**src/rtl/lauflicht_ctrl_if.sv**
```systemverilog
`default_nettype none
// ============================================================================
//  Module      : lauflicht_ctrl_if
//  Description : Control/status bundle of the running-light controller.
//                Controls : en (run/freeze), mode (left/right/ping-pong/hold),
//                           speed (prescaler shift).
//                Status   : led (one-hot, polarity applied), pos, tick.
//                master = whoever drives the controls, slave = the controller.
//  Revision    : 1.0 - initial release
// ============================================================================
interface lauflicht_ctrl_if #(
    parameter int N_LED = 8,
    parameter int POS_W = (N_LED > 1) ? $clog2(N_LED) : 1
);
    logic             en;
    logic [1:0]       mode;
    logic [1:0]       speed;
    logic [N_LED-1:0] led;
    logic [POS_W-1:0] pos;
    logic             tick;

    modport master (output en, mode, speed, input  led, pos, tick);
    modport slave  (input  en, mode, speed, output led, pos, tick);
endinterface
`default_nettype wire

```
**src/rtl/lauflicht_ctrl.sv**
```systemverilog
`default_nettype none
// ============================================================================
//  Module      : lauflicht_ctrl
//  Description : Running-light controller. A runtime-selectable prescaler
//                (PRESCALE >> speed cycles per step) advances a lit position
//                in left, right, ping-pong or hold mode.
//                Ports: clk   - system clock (OSCH)
//                       rst_n - synchronous active-low reset
//                       bus   - slave side of lauflicht_ctrl_if
//                               (en, mode, speed in; led, pos, tick out)
//  Revision    : 1.0 - initial release
// ============================================================================
module lauflicht_ctrl #(
    parameter  int N_LED      = 8,
    parameter  int PRESCALE   = 520000,
    parameter  int ACTIVE_LOW = 1,
    localparam int POS_W      = (N_LED > 1) ? $clog2(N_LED) : 1
) (
    input  wire logic        clk,
    input  wire logic        rst_n,
    lauflicht_ctrl_if.slave  bus
);

    localparam int CNT_W = (PRESCALE > 1) ? $clog2(PRESCALE) : 1;

    localparam logic [POS_W-1:0] c_pos_last = POS_W'(N_LED - 1);
    localparam logic [N_LED-1:0] c_pol      = (ACTIVE_LOW != 0) ? {N_LED{1'b1}} : {N_LED{1'b0}};

    // Terminal counts per speed setting; PRESCALE >= 8 keeps all of them >= 0
    localparam logic [CNT_W-1:0] c_term0 = CNT_W'((PRESCALE >> 0) - 1);
    localparam logic [CNT_W-1:0] c_term1 = CNT_W'((PRESCALE >> 1) - 1);
    localparam logic [CNT_W-1:0] c_term2 = CNT_W'((PRESCALE >> 2) - 1);
    localparam logic [CNT_W-1:0] c_term3 = CNT_W'((PRESCALE >> 3) - 1);

    typedef enum logic [0:0] {
        DIR_UP   = 1'b0,
        DIR_DOWN = 1'b1
    } dir_t;

    logic [CNT_W-1:0] r_cnt_q,  w_cnt_d;
    logic [POS_W-1:0] r_pos_q,  w_pos_d;
    logic [N_LED-1:0] r_led_q,  w_led_d;
    dir_t             r_dir_q,  w_dir_d;
    logic             r_tick_q, w_tick_d;
    logic [CNT_W-1:0] w_term;
    logic             w_step;

    // One-hot of a position with board polarity applied
    function automatic logic [N_LED-1:0] f_led(input logic [POS_W-1:0] p);
        logic [N_LED-1:0] v;
        v = '0;
        for (int i = 0; i < N_LED; i++) begin
            v[i] = (p == POS_W'(i));
        end
        return v ^ c_pol;
    endfunction

    always_comb begin
        unique case (bus.speed)
            2'd0:    w_term = c_term0;
            2'd1:    w_term = c_term1;
            2'd2:    w_term = c_term2;
            default: w_term = c_term3;
        endcase
    end

    always_comb begin
        w_cnt_d  = r_cnt_q;
        w_pos_d  = r_pos_q;
        w_dir_d  = r_dir_q;
        w_step   = 1'b0;

        // ">=" so that a speed increase past the current count steps at once
        if (!bus.en) begin
            w_cnt_d = '0;
        end else if (r_cnt_q >= w_term) begin
            w_cnt_d = '0;
            w_step  = 1'b1;
        end else begin
            w_cnt_d = r_cnt_q + CNT_W'(1);
        end

        if (w_step) begin
            unique case (bus.mode)
                2'b00: begin
                    w_pos_d = (r_pos_q == c_pos_last) ? '0 : r_pos_q + POS_W'(1);
                    w_dir_d = DIR_UP;
                end
                2'b01: begin
                    w_pos_d = (r_pos_q == '0) ? c_pos_last : r_pos_q - POS_W'(1);
                    w_dir_d = DIR_DOWN;
                end
                2'b10: begin
                    // Turn around on an endpoint so each endpoint is lit once per bounce
                    if (r_dir_q == DIR_UP && r_pos_q == c_pos_last) begin
                        w_dir_d = DIR_DOWN;
                        w_pos_d = r_pos_q - POS_W'(1);
                    end else if (r_dir_q == DIR_DOWN && r_pos_q == '0) begin
                        w_dir_d = DIR_UP;
                        w_pos_d = POS_W'(1);
                    end else if (r_dir_q == DIR_UP) begin
                        w_pos_d = r_pos_q + POS_W'(1);
                    end else begin
                        w_pos_d = r_pos_q - POS_W'(1);
                    end
                end
                default: begin
                    w_pos_d = r_pos_q;
                end
            endcase
            // A single LED has nowhere to move
            if (N_LED == 1) begin
                w_pos_d = '0;
            end
        end

        w_tick_d = w_step;
        w_led_d  = f_led(w_pos_d);
    end

    always_ff @(posedge clk) begin
        if (!rst_n) begin
            r_cnt_q  <= '0;
            r_pos_q  <= '0;
            r_dir_q  <= DIR_UP;
            r_tick_q <= 1'b0;
            r_led_q  <= f_led('0);
        end else begin
            r_cnt_q  <= w_cnt_d;
            r_pos_q  <= w_pos_d;
            r_dir_q  <= w_dir_d;
            r_tick_q <= w_tick_d;
            r_led_q  <= w_led_d;
        end
    end

    assign bus.led  = r_led_q;
    assign bus.pos  = r_pos_q;
    assign bus.tick = r_tick_q;

endmodule
`default_nettype wire

```
**src/flat_wrapper.sv**
```systemverilog
// flat-port wrapper written by rule: the top's interface ports become plain ports
module lauflicht_ctrl_flat 
#(
    parameter  int N_LED      = 8,
    parameter  int PRESCALE   = 520000,
    parameter  int ACTIVE_LOW = 1,
    localparam int POS_W      = (N_LED > 1) ? $clog2(N_LED) : 1
)
  (clk, rst_n, bus_en, bus_mode, bus_speed, bus_led, bus_pos, bus_tick);
  lauflicht_ctrl_if #(.N_LED(N_LED)) bus_i ();
  input  wire logic clk;
  input  wire logic rst_n;
  input wire logic [$bits(bus_i.en)-1:0] bus_en;
  input wire logic [$bits(bus_i.mode)-1:0] bus_mode;
  input wire logic [$bits(bus_i.speed)-1:0] bus_speed;
  output wire logic [$bits(bus_i.led)-1:0] bus_led;
  output wire logic [$bits(bus_i.pos)-1:0] bus_pos;
  output wire logic [$bits(bus_i.tick)-1:0] bus_tick;
  assign bus_i.en = bus_en;
  assign bus_i.mode = bus_mode;
  assign bus_i.speed = bus_speed;
  assign bus_led = bus_i.led;
  assign bus_pos = bus_i.pos;
  assign bus_tick = bus_i.tick;
  lauflicht_ctrl #(.N_LED(N_LED), .PRESCALE(PRESCALE), .ACTIVE_LOW(ACTIVE_LOW)) u_core (.clk(clk), .rst_n(rst_n), .bus(bus_i));
endmodule
```
**config.mk**
```make
export PLATFORM = sky130hd
export DESIGN_NAME = lauflicht_ctrl_flat
export DESIGN_NICKNAME = d
export VERILOG_FILES = /design/src/rtl/lauflicht_ctrl_if.sv /design/src/rtl/lauflicht_ctrl.sv /design/src/flat_wrapper.sv
export SDC_FILE = /design/constraint.sdc
export NUM_CORES = 1
export LEC_CHECK = 0
export BUFFER_PORTS_ARGS = -buffer_cell sky130_fd_sc_hd__buf_2
export CELL_PAD_IN_SITES_DETAIL_PLACEMENT = 1
export CELL_PAD_IN_SITES_GLOBAL_PLACEMENT = 2
export CORE_MARGIN = 2
export CORE_UTILIZATION = 30
export DETAILED_ROUTE_END_ITERATION = 8
export GPL_ROUTABILITY_DRIVEN = 0
export PLACE_DENSITY_LB_ADDON = 0.12
export SLEW_MARGIN = 20
export SYNTH_ARGS = -nofsm -noshare
export SYNTH_HDL_FRONTEND = slang
export SYNTH_SLANG_ARGS = --single-unit
```
**constraint.sdc**
```tcl
create_clock -name clk -period 2.9 [get_ports clk]
set_clock_uncertainty 0.2 [all_clocks]
set_input_delay 0 -clock clk [delete_from_list [all_inputs] [get_ports clk]]
set_output_delay 0 -clock clk [all_outputs]
set_load 0.02 [all_outputs]
```
; After elaboration in Yosys (flattened, before gate mapping)
; Cells that the tools add are included.
[word_totals]
elab_cells = 48
in_bits = 7
reg_bits = 32
[classes]
n_eq_ne = 13
reduce_logical = 9
bitwise = 4
magnitude_cmp = 1
n_addsub = 3
n_mux = 13
[op_table]
columns = operator, count
row1 = $pmux W19 S3, 1
row2 = $add A19 B1 Y19 const B, 1
row3 = $ge A19 B19 Y1, 1
row4 = $mux W3, 6
row5 = $eq A3 B3 Y1 const B, 5
row6 = $pmux W3 S3, 1
row7 = $not A8 Y8, 1
row8 = $eq A3 B2 Y1 const B, 2
row9 = $logic_not A3 Y1, 2
row10 = $eq A2 B1 Y1 const B, 2
row11 = $eq A2 B2 Y1 const B, 2
row12 = $logic_not A2 Y1, 2
row13 = $mux W1, 4
row14 = $add A3 B1 Y3 const B, 1
row15 = $eq A3 B1 Y1 const B, 1
row16 = $ne A3 B1 Y1 const B, 1
row17 = $not A1 Y1, 3
row18 = $pmux W1 S3, 1
row19 = $reduce_and A3 Y1, 1
row20 = $reduce_bool A3 Y1, 1
row21 = $reduce_or A3 Y1, 1
row22 = $sub A3 B1 Y3 const B, 1
row23 = $logic_and A1 B1 Y1, 2

; Logic depth before layout (Yosys ltp)
; Gate-level depths: netlist of the first run.
[logic_depth]
word_depth = 8
mapped_depth = 11
ltp_nobuf = 10

; Worst setup path after synthesis of the first run
; No wires, ideal clock.
[synth_timing]
kind = reg2reg
from = reg u_core.r_cnt_q[11]
to = reg u_core.r_led_q[4] (netlist: u_core.bus.led[4])
stages_incl_launch_ff = 8
slack_ns = 0.326
period_less_slack_ns = 2.574
n_path_buf = 0
required_time_ns = 2.566
setup_time_ns = 0.134
arrival_time_ns = 2.240
cell_sequence = dfxtp_1 ha_1 o21ai_0 a2111oi_2 o21ai_1 a31oi_4 mux2_4 or4b_1
[synth_via]
elab_chain_cells = 6
[synth_lines]
columns = element, line_no
row1 = from (decl), lauflicht_ctrl.sv:40  ; logic [CNT_W-1:0] r_cnt_q, w_cnt_d;
row2 = from (signal assigned), lauflicht_ctrl.sv:129  ; r_cnt_q <= w_cnt_d;
row3 = $ge A19 B19 Y1, lauflicht_ctrl.sv:76  ; end else if (r_cnt_q >= w_term) begin
row4 = $mux W1, lauflicht_ctrl.sv:76
row5 = $mux W1, lauflicht_ctrl.sv:74  ; if (!bus.en) begin
row6 = $mux W3, lauflicht_ctrl.sv:83  ; if (w_step) begin
row7 = $eq A3 B3 Y1, lauflicht_ctrl.sv:53  ; v[i] = (p == POS_W'(i));
row8 = $not A8 Y8 (no source line), -
row9 = to (signal assigned), lauflicht_ctrl.sv:127  ; r_led_q <= f_led('0);
row10 = to (signal assigned), lauflicht_ctrl.sv:133  ; r_led_q <= w_led_d;
row11 = to (decl), lauflicht_ctrl.sv:42  ; logic [N_LED-1:0] r_led_q, w_led_d;
; No other way between the ends.
; A chain may end at the register's enable or synchronous reset.

; Worst setup path after layout of the first run
[layout_timing]
from = reg u_core.r_cnt_q[11]
to = reg u_core.r_led_q[2] (netlist: u_core.bus.led[2])
[layout_via]
elab_chain_cells = 6
[layout_lines]
columns = element, line_no
row1 = $ge A19 B19 Y1, lauflicht_ctrl.sv:76
row2 = $mux W1, lauflicht_ctrl.sv:76
row3 = $mux W1, lauflicht_ctrl.sv:74
row4 = $mux W3, lauflicht_ctrl.sv:83
row5 = $eq A3 B2 Y1, lauflicht_ctrl.sv:53
row6 = $not A8 Y8 (no source line), -
; No other way between the ends.

==> results.sh, run 1 <==
export IMPL_path_depth=7
export IMPL_synth_top_cell_area_share_pct=34.0
export IMPL_track_usage_pct=13.7
export IMPL_cp_data_required_time_ps=2850
export IMPL_worst_pin_slew_ps=510
export IMPL_clock_fmax_mhz=366
export IMPL_first_pass_iters=3
export IMPL_synth_cells=210
export IMPL_dp_hpwl_mm=3.52
export IMPL_grt_pass1_vias=1626
export IMPL_p_leak_nw=0.905
export IMPL_startpoint="u_core.r_cnt_q[11]"
export IMPL_critPathKind="reg -> reg"
export IMPL_tns_ps=0
export IMPL_rr_startpoint="u_core.r_cnt_q[11]"
export IMPL_r2r_slack_ps=170
export IMPL_post_route_period_util_pct=94.2
export IMPL_yosys_warnings=0
export IMPL_rows=28
export IMPL_via_count=1549
export IMPL_first_iter_violations=29
export IMPL_synth_top_area_cell="dfxtp_1"
export IMPL_final_setup_worst_slack_ps=168
export IMPL_worst_ir_drop_vdd_uv=160
export IMPL_cts_setup_buffers=0
export IMPL_critPathTopFamily="compound AO/OA/AOI/OAI gates"
export IMPL_wire_per_inst_um=14.2
export IMPL_rsz0062_at_grt="no"
export IMPL_cts_sinks=32
export IMPL_start_kind="flop"
export IMPL_syn2layout_area_growth_pct=17.2
export IMPL_viasPerCell=4.93
export IMPL_clock_path_buffers=2
export IMPL_yosysSeqAreaShare_pct=34.0
export IMPL_critPathSlowestCell="or4b_1"
export IMPL_worst_path_max_fanout=7
export IMPL_fillCellCount=722
export IMPL_path_cells="ha_1, o21ai_0, a2111oi_2, o21ai_1, a31oi_4, mux2_4, or4b_1"
export IMPL_reg2reg_depth=7
export IMPL_period_minus_slack_ps=2730
export IMPL_yosysMostFrequentCell="dfxtp_1"
export IMPL_grt_max_degree=20
export IMPL_ant_nets=0
export IMPL_die_w_um=83.2
export IMPL_insertion_delay_ps=290
export IMPL_endpoint_kind="flop"
export IMPL_multi_input_comb_area_um2=1190
export IMPL_syn_area_per_cell_um2=8.96
export IMPL_status="completed"
export IMPL_drive_gt1_share_pct=16.3
export IMPL_clkTransAtPathRegs_ps=70
export IMPL_register_area_um2=641
export IMPL_post_place_ws_ps=7.10
export IMPL_grt_pass1_wl_mm=7.65
export IMPL_worst_path_largest_cell_delay_ps=490
export IMPL_maxSlewHeadroom_pct=65.7
export IMPL_synthTopCellsByArea="dfxtp_1 (34%), ha_1 (16%), nor2_1 (5.6%)"
export IMPL_cts_buffers=5
export IMPL_cts_tree="yes"
export IMPL_crit_path_end="u_core.bus.led[2]"
export IMPL_synth_edf_count=0
export IMPL_synth_fp_nets=241
export IMPL_die_h_um=83.2
export IMPL_setup_viol=0
export IMPL_async_flop_share_pct=0
export IMPL_io_pins=19
export IMPL_p_per_area_nw_per_um2=384
export IMPL_worst_path_buf_inv=0
export IMPL_hold_path_class="in -> reg"
export IMPL_diodes=0
export IMPL_cts_root_buf="clkbuf_8"
export IMPL_h_tree_depth=2
export IMPL_slew_violations=0
export IMPL_synth_cell_types=40
export IMPL_cap_violations=0
export IMPL_io_buffers=18
export IMPL_ys_ff_latch=32
export IMPL_hold_violations=0
export IMPL_antenna_found_initial=0
export IMPL_overflow=0
export IMPL_nNetsFinal=269
export IMPL_core_area_um2=5990
export IMPL_worstReg2RegEnd="u_core.bus.led[2]"
export IMPL_initial_core_util_pct=31.4
export IMPL_synth_area_um2=1880
export IMPL_synthFlopType="dfxtp_1"
export IMPL_wl_mm=4.47
export IMPL_die_area_um2=6920
export IMPL_drc=0
export IMPL_ys_top_cells_by_count="dfxtp_1 (32), nor2_1 (28), ha_1 (24)"
export IMPL_crit_arrival_ps=2690
metal layers:
| layer | GRT usage (%) | vias to the layer above | routed length [um] |
|---|---|---|---|
| li1 | - | 789 | - |
| met1 | 15.0 | 731 | 1920 |
| met2 | 25.6 | 21 | 2320 |
| met3 | 3.78 | 8 | 156 |
| met4 | 4.17 | 0 | 67 |
| met5 | 0 | - | 0 |
cell type report:
| cell class | instances | share of cell area (%) |
|---|---|---|
| clock buffer | 5 | 3.12 |
| tap | 75 | 4.26 |
| clock inverter | 3 | 0.851 |
| sequential | 32 | 29.1 |
| timing repair buffer | 24 | 6.47 |
| inverter | 14 | 2.38 |
| multi-input combinational | 161 | 53.9 |
tightest hold or removal path: cells and delay by family:
kind	cells	cell delay, ps
adder cells (fa/ha/maj)	1	120
buffers and inverters	2	190
AO/OA/AOI/OAI	2	230
how the worst min path moves through the flow:
| stage | from | to | slack (ps) | cells past startpoint |
|---|---|---|---|---|
| 5_1_grt | bus_mode[1] | u_core.r_dir_q | 110 | 5 |
| 3_3_place_gp | bus_en | u_core.bus.tick | 50 | 3 |
| 2_1_floorplan | bus_en | u_core.bus.tick | -80 | 2 |
| 6_report | bus_mode[1] | u_core.r_dir_q | 80 | 5 |
| 4_1_cts | bus_mode[1] | u_core.r_dir_q | 70 | 5 |
| 3_5_place_dp | bus_en | u_core.bus.tick | 50 | 3 |
per-stage QoR:
step	instance area [um2]	utilization, %	instances	power, W	hold WS [ps]
final	2200	36.8	314	0.000848	82.3
after global routing	2200	36.8	314	0.000896	106
after CTS	2190	36.6	314	0.000868	72.9
after detailed placement	2080	34.6	303	0.000505	54.0
after global placement	2080	34.6	303	0.000504	54.7
after floorplan	1880	-	210	0.000486	-83.9
where the power goes:
group	leakage, nW	total [W]	switching, W	internal, W
Combinational	0.599	0.0000563	0.0000339	0.0000224
Clock	0.0479	0.000350	0.000183	0.000167
Sequential	0.258	0.000441	0.000000935	0.000440
Total	0.905	0.000848	0.000218	0.000630
cells by family (layout without fill, tap and decap cells):
| logic type | Yosys count | after routing | share of synthesized area, % |
|---|---|---|---|
| compound gates | 35 | 35 | 13.5 |
| buf+inv | 17 | 46 | 3.46 |
| xor+xnor | 19 | 19 | 8.84 |
| mux | 3 | 3 | 2.13 |
| simple gates | 80 | 80 | 22.1 |
| fa+ha+maj | 24 | 24 | 16.0 |
| flops | 32 | 32 | 34.0 |
registers in the layout, indices dropped and copies added, names as in the netlist:
register,count
u_core.r_cnt_q,19
u_core.bus.led,8
u_core.bus.tick,1
u_core.r_dir_q,1
u_core.bus.pos,3
what timing repair did:
item | CTS | global route
hold buffers | 3 | 0
hold endpoints to repair | 13 | 0
endpoints found under the setup margin | 0 | 3
gates resized for setup | 0 | 2
cell usage in the layout (no fill, tap or decap), types with 2 or more instances in the layout:
cell           instances
a211oi_1               3
a21o_1                 2
a21oi_1                8
a21oi_2                2
and2_1                 5
and3_1                 2
buf_2                 18
buf_4                  3
clkbuf_8               5
clkinv_2               2
dfxtp_1               32
dlygate4sd3_1          3
ha_1                  24
inv_1                 14
mux2_4                 2
nand2_1               11
nand2b_1               2
nand3_1               10
nand4_1                8
nand4bb_1              3
nor2_1                28
nor2b_1                2
nor3_1                 2
o211a_1                2
o21a_1                 2
o21ai_0                7
or4b_1                 2
xnor2_1                8
xor2_1                11
Note: power is estimated with default switching activity, not from simulation.
==> run 2, diff against run 1 <==
--- a/config.mk
+++ b/config.mk
@@ -5,12 +5,14 @@
 export SDC_FILE = /design/constraint.sdc
 export NUM_CORES = 1
 export LEC_CHECK = 0
-export BUFFER_PORTS_ARGS = -buffer_cell sky130_fd_sc_hd__buf_2
 export CELL_PAD_IN_SITES_DETAIL_PLACEMENT = 1
 export CELL_PAD_IN_SITES_GLOBAL_PLACEMENT = 2
 export CORE_MARGIN = 2
 export CORE_UTILIZATION = 30
+export CTS_BUF_LIST = sky130_fd_sc_hd__clkbuf_4
+export CTS_CLUSTER_DIAMETER = 80
 export DETAILED_ROUTE_END_ITERATION = 8
+export DONT_BUFFER_PORTS = 1
 export GPL_ROUTABILITY_DRIVEN = 0
 export PLACE_DENSITY_LB_ADDON = 0.12
 export SLEW_MARGIN = 20
==> results.sh, run 2 (same netlist as run 1, synthesis figures left out) <==
export IMPL_worst_path_largest_cell_delay_ps=500
export IMPL_largest_register_ffs=19
export IMPL_critPathTopFamily="simple AND/OR/NAND/NOR gates"
export IMPL_drc=0
export IMPL_setup_viol=0
export IMPL_tns_ps=0
export IMPL_die_h_um=83.2
export IMPL_dp_hpwl_mm=3.63
export IMPL_hold_path_class="in -> reg"
export IMPL_io_pins=19
export IMPL_cts_sinks=32
export IMPL_clkTransAtPathRegs_ps=110
export IMPL_die_area_um2=6920
export IMPL_start_kind="flop"
export IMPL_wl_mm=4.60
export IMPL_status="completed"
export IMPL_final_area_um2=2130
export IMPL_overflow=0
export IMPL_r2r_slack_ps=180
export IMPL_clock_path_buffers=2
export IMPL_endpoint_kind="flop"
export IMPL_ant_nets=0
export IMPL_drive_gt1_share_pct=9.65
export IMPL_grt_pass1_vias=1601
export IMPL_cts_root_buf="clkbuf_4"
export IMPL_rsz0062_at_grt="no"
export IMPL_regMostFlops="u_core.r_cnt_q"
export IMPL_die_w_um=83.2
export IMPL_h_tree_depth=2
export IMPL_period_minus_slack_ps=2720
export IMPL_diodes=0
export IMPL_grt_pass1_wl_mm=7.68
export IMPL_worst_pin_slew_ps=576
export IMPL_worst_path_max_fanout=7
export IMPL_syn2layout_area_growth_pct=13.0
export IMPL_cts_setup_buffers=0
export IMPL_nNetsFinal=259
export IMPL_initial_core_util_pct=31.4
export IMPL_critPathKind="reg -> reg"
export IMPL_cts_buffers=5
export IMPL_via_count=1524
export IMPL_critPathSlowestCell="or4b_1"
export IMPL_cts_resized_gates=0
export IMPL_layout_common_cells="dfxtp_1 (32), nor2_1 (28), ha_1 (24), inv_1 (14)"
export IMPL_post_route_period_util_pct=93.7
export IMPL_p_leak_nw=0.855
export IMPL_p_total_w=0.000740
export IMPL_crit_arrival_ps=2730
export IMPL_maxSlewHeadroom_pct=61.6
export IMPL_rows=28
export IMPL_worst_ir_drop_vdd_uv=204
export IMPL_final_common_cell="dfxtp_1"
export IMPL_clock_fmax_mhz=368
export IMPL_core_area_um2=5990
export IMPL_cts_tree="yes"
export IMPL_cp_data_required_time_ps=2910
export IMPL_placed_cell_area_um2=2030
export IMPL_wire_per_inst_um=15.2
export IMPL_grt_max_degree=12
export IMPL_antenna_found_initial=0
export IMPL_viasPerCell=5.03
export IMPL_hold_violations=0
export IMPL_worst_path_buf_inv=0
export IMPL_slew_violations=0
export IMPL_cap_violations=0
export IMPL_io_buffers=0
export IMPL_track_usage_pct=13.9
export IMPL_first_pass_iters=4
export IMPL_first_iter_violations=22
export IMPL_p_per_area_nw_per_um2=348
export IMPL_path_cells="ha_1, nand4_1, o221ai_1, nand3_1, a31oi_4, mux2_4, or4b_1"
export IMPL_insertion_delay_ps=340
-- run 2: path summary, 6_finish.rpt --
check | depth (start not counted) | endpoint | from
min | 4 | u_core.r_dir_q | bus_mode[1]
max | 7 | u_core.bus.led[4] | u_core.r_cnt_q[4]
max reg2reg | 7 | u_core.bus.led[4] | u_core.r_cnt_q[4]
min reg2reg | 1 | u_core.r_cnt_q[0] | u_core.r_cnt_q[0]
-- run 2: what timing repair did --
item,4_1_cts,5_1_grt
hold endpoints to repair,32,0
hold buffers,5,0
endpoints found under the setup margin,0,0
-- run 2: final cells by class --
cell class / count / area, um2
sequential: 32 / 641
tap: 75 / 93.8
clock inverter: 2 / 7.51
timing repair buffer: 14 / 118
fill: 728 / 3860
inverter: 14 / 52.6
clock buffer: 5 / 37.5
multi-input combinational: 161 / 1180
-- run 2: worst reg2reg max path, delay by kind of cell, from the launching register on --
kind / cells / cell delay (ps)
compound gates: 2 / 490
fa+ha+maj: 1 / 310
flops: 1 / 380
mux: 1 / 360
simple gates: 3 / 850
-- run 2: where the power goes --
part	internal, W	switching [W]	leakage, nW
clock	0.0000846	0.000160	0.0261
combinational	0.0000230	0.0000310	0.571
sequential	0.000441	0.000000934	0.258
total	0.000548	0.000192	0.855
-- run 2: layer usage --
metal | track usage [%] | part of all wire [%] | vias up
met4 | 5.96 | 1.5 | 0
met5 | 0 | 0 | -
li1 | - | - | 767
met2 | 25.5 | 53 | 23
met1 | 14.9 | 42 | 728
met3 | 3.38 | 3.7 | 6
-- run 2: per-stage QoR --
step	hold slack (ps)	setup WS (ps)	std cells	util, %
3_5_place_dp	-117	173	291	33.9
4_1_cts	47.9	155	303	35.5
5_1_grt	103	9.83	303	35.5
2_1_floorplan	-83.9	326	210	-
3_3_place_gp	-116	245	291	33.9
6_report	85.1	184	303	35.5
==> run 3, diff against run 2 <==
--- a/config.mk
+++ b/config.mk
@@ -8,7 +8,7 @@
 export CELL_PAD_IN_SITES_DETAIL_PLACEMENT = 1
 export CELL_PAD_IN_SITES_GLOBAL_PLACEMENT = 2
 export CORE_MARGIN = 2
-export CORE_UTILIZATION = 30
+export CORE_UTILIZATION = 40
 export CTS_BUF_LIST = sky130_fd_sc_hd__clkbuf_4
 export CTS_CLUSTER_DIAMETER = 80
 export DETAILED_ROUTE_END_ITERATION = 8
==> results.sh, run 3 (same netlist as run 1, synthesis figures left out) <==
export IMPL_rr_startpoint="u_core.r_cnt_q[11]"
export IMPL_grt_busiest_layer="met2"
export IMPL_post_route_period_util_pct=94.4
export IMPL_worst_ir_drop_vdd_uv=178
export IMPL_clock_path_buffers=2
export IMPL_rsz0062_at_grt="no"
export IMPL_grtUsageMet1_pct=27.4
export IMPL_wl_mm=4.63
export IMPL_hp_start="bus_speed[1]"
export IMPL_overflow=0
export IMPL_syn2layout_area_growth_pct=11.7
export IMPL_worst_pin_slew_ps=494
export IMPL_core_area_um2=4440
export IMPL_clock_fmax_mhz=365
export IMPL_hold_path_class="in -> reg"
export IMPL_grt_pass1_vias=1617
export IMPL_regMostFlops="u_core.r_cnt_q"
export IMPL_cts_root_buf="clkbuf_4"
export IMPL_cp_data_required_time_ps=2930
export IMPL_hold_violations=0
export IMPL_endpoint_kind="flop"
export IMPL_cts_setup_buffers=0
export IMPL_cap_violations=0
export IMPL_period_minus_slack_ps=2740
export IMPL_dp_cells=267
export IMPL_met3_usage_pct=4.56
export IMPL_tns_ps=0
export IMPL_cts_sinks=32
export IMPL_maxSlewHeadroom_pct=66.8
export IMPL_layout_common_cells="dfxtp_1 (32), nor2_1 (28), ha_1 (24), inv_1 (14)"
export IMPL_wire_per_inst_um=16.6
export IMPL_worst_path_max_fanout=7
export IMPL_cts_tree="yes"
export IMPL_die_area_um2=5270
export IMPL_drc=0
export IMPL_die_h_um=72.6
export IMPL_p_leak_nw=0.850
export IMPL_fin_hold_ws_ps=22.3
export IMPL_antenna_found_initial=0
export IMPL_grt_max_degree=20
export IMPL_cts_buffers=5
export IMPL_clkTransAtPathRegs_ps=120
export IMPL_crit_arrival_ps=2770
export IMPL_first_pass_iters=4
export IMPL_initial_core_util_pct=42.3
export IMPL_stdcell_count=279
export IMPL_start_kind="flop"
export IMPL_first_iter_violations=57
export IMPL_dp_hpwl_mm=3.63
export IMPL_startpoint="u_core.r_cnt_q[11]"
export IMPL_p_per_area_nw_per_um2=366
export IMPL_drive_gt1_share_pct=11.0
export IMPL_io_pins=19
export IMPL_largest_register_ffs=19
export IMPL_setup_viol=0
export IMPL_h_tree_depth=2
export IMPL_viasPerCell=5.49
export IMPL_use_met2_pct=30.8
export IMPL_insertion_delay_ps=340
export IMPL_io_buffers=0
export IMPL_nNetsFinal=257
export IMPL_diodes=0
export IMPL_rows=24
export IMPL_grt_pass1_wl_mm=8.06
export IMPL_track_usage_pct=19.8
export IMPL_ant_nets=0
export IMPL_via_count=1532
export IMPL_slew_violations=0
export IMPL_die_w_um=72.6
export IMPL_final_common_cell="dfxtp_1"
export IMPL_status="completed"
export IMPL_critPathKind="reg -> reg"
==> run 3: cell count changes in the layout (fill, tap and decap cells not counted) <==
cell / previous run / this run
o2bb2ai_1: 1 / 0
dlygate4sd3_1: 5 / 4
o2bb2ai_2: 0 / 1
clkinvlp_4: 0 / 2
clkinv_4: 0 / 1
buf_4: 9 / 8
clkinv_1: 2 / 0
==> run 3: per-stage QoR <==
step | setup slack [ps] | utilization, % | area, um2 | power (W)
after detailed placement | 169 | 44.9 | 1990 | 0.000498
after floorplan | 326 | - | 1880 | 0.000486
final | 162 | 47.3 | 2100 | 0.000770
after global routing | 48.2 | 47.3 | 2100 | 0.000815
after CTS | 125 | 47.2 | 2100 | 0.000786
after global placement | 246 | 44.9 | 1990 | 0.000495
==> run 3: layout make-up <==
type,count,area [um2]
clock buffers,5,37.5
clock inverters,3,23.8
fillers,520,2340
inverters,14,52.6
multi-input cells,161,1180
flip-flops and latches,32,641
well taps,52,65.1
repair buffers,12,100
==> run 3: worst paths after layout <==
| check | endpoint | slack, ps | cells after the start |
|---|---|---|---|
| max | u_core.bus.led[4] | 160 | 7 |
| min | u_core.bus.tick | 20 | 5 |
| max reg2reg | u_core.bus.led[4] | 160 | 7 |
| min reg2reg | u_core.r_cnt_q[0] | 260 | 1 |
==> run 3: per-layer routing <==
| layer | up-vias | part of all wire, % | wire length (um) |
|---|---|---|---|
| met3 | 9 | 3.1 | 144 |
| li1 | 764 | - | - |
| met1 | 743 | 48 | 2240 |
| met2 | 16 | 47 | 2170 |
| met4 | 0 | 1.7 | 78 |
| met5 | - | 0 | 0 |
==> run 3: timing repair <==
| item | 4_1_cts | 5_1_grt |
|---|---|---|
| resized for setup | 0 | 1 |
| hold buffers | 4 | 0 |
| hold endpoints to repair | 32 | 0 |
| setup endpoints to repair | 0 | 1 |
==> run 3: worst max-delay path, stage by stage, from the launching register on <==
cell and delay, ps:
dfxtp_1 380, ha_1 310, o21ai_0 120, a2111oi_2 380, o21ai_1 150, a31oi_4 230
mux2_4 360, or4b_1 500
==> run 3: power breakdown <==
group          internal [W]  switching, W   total, W  leakage (nW)
clock             0.0000954      0.000180   0.000275        0.0274
sequential         0.000441    0.00000101   0.000442         0.258
combinational     0.0000214     0.0000315  0.0000529         0.564
total              0.000558      0.000212   0.000770         0.850
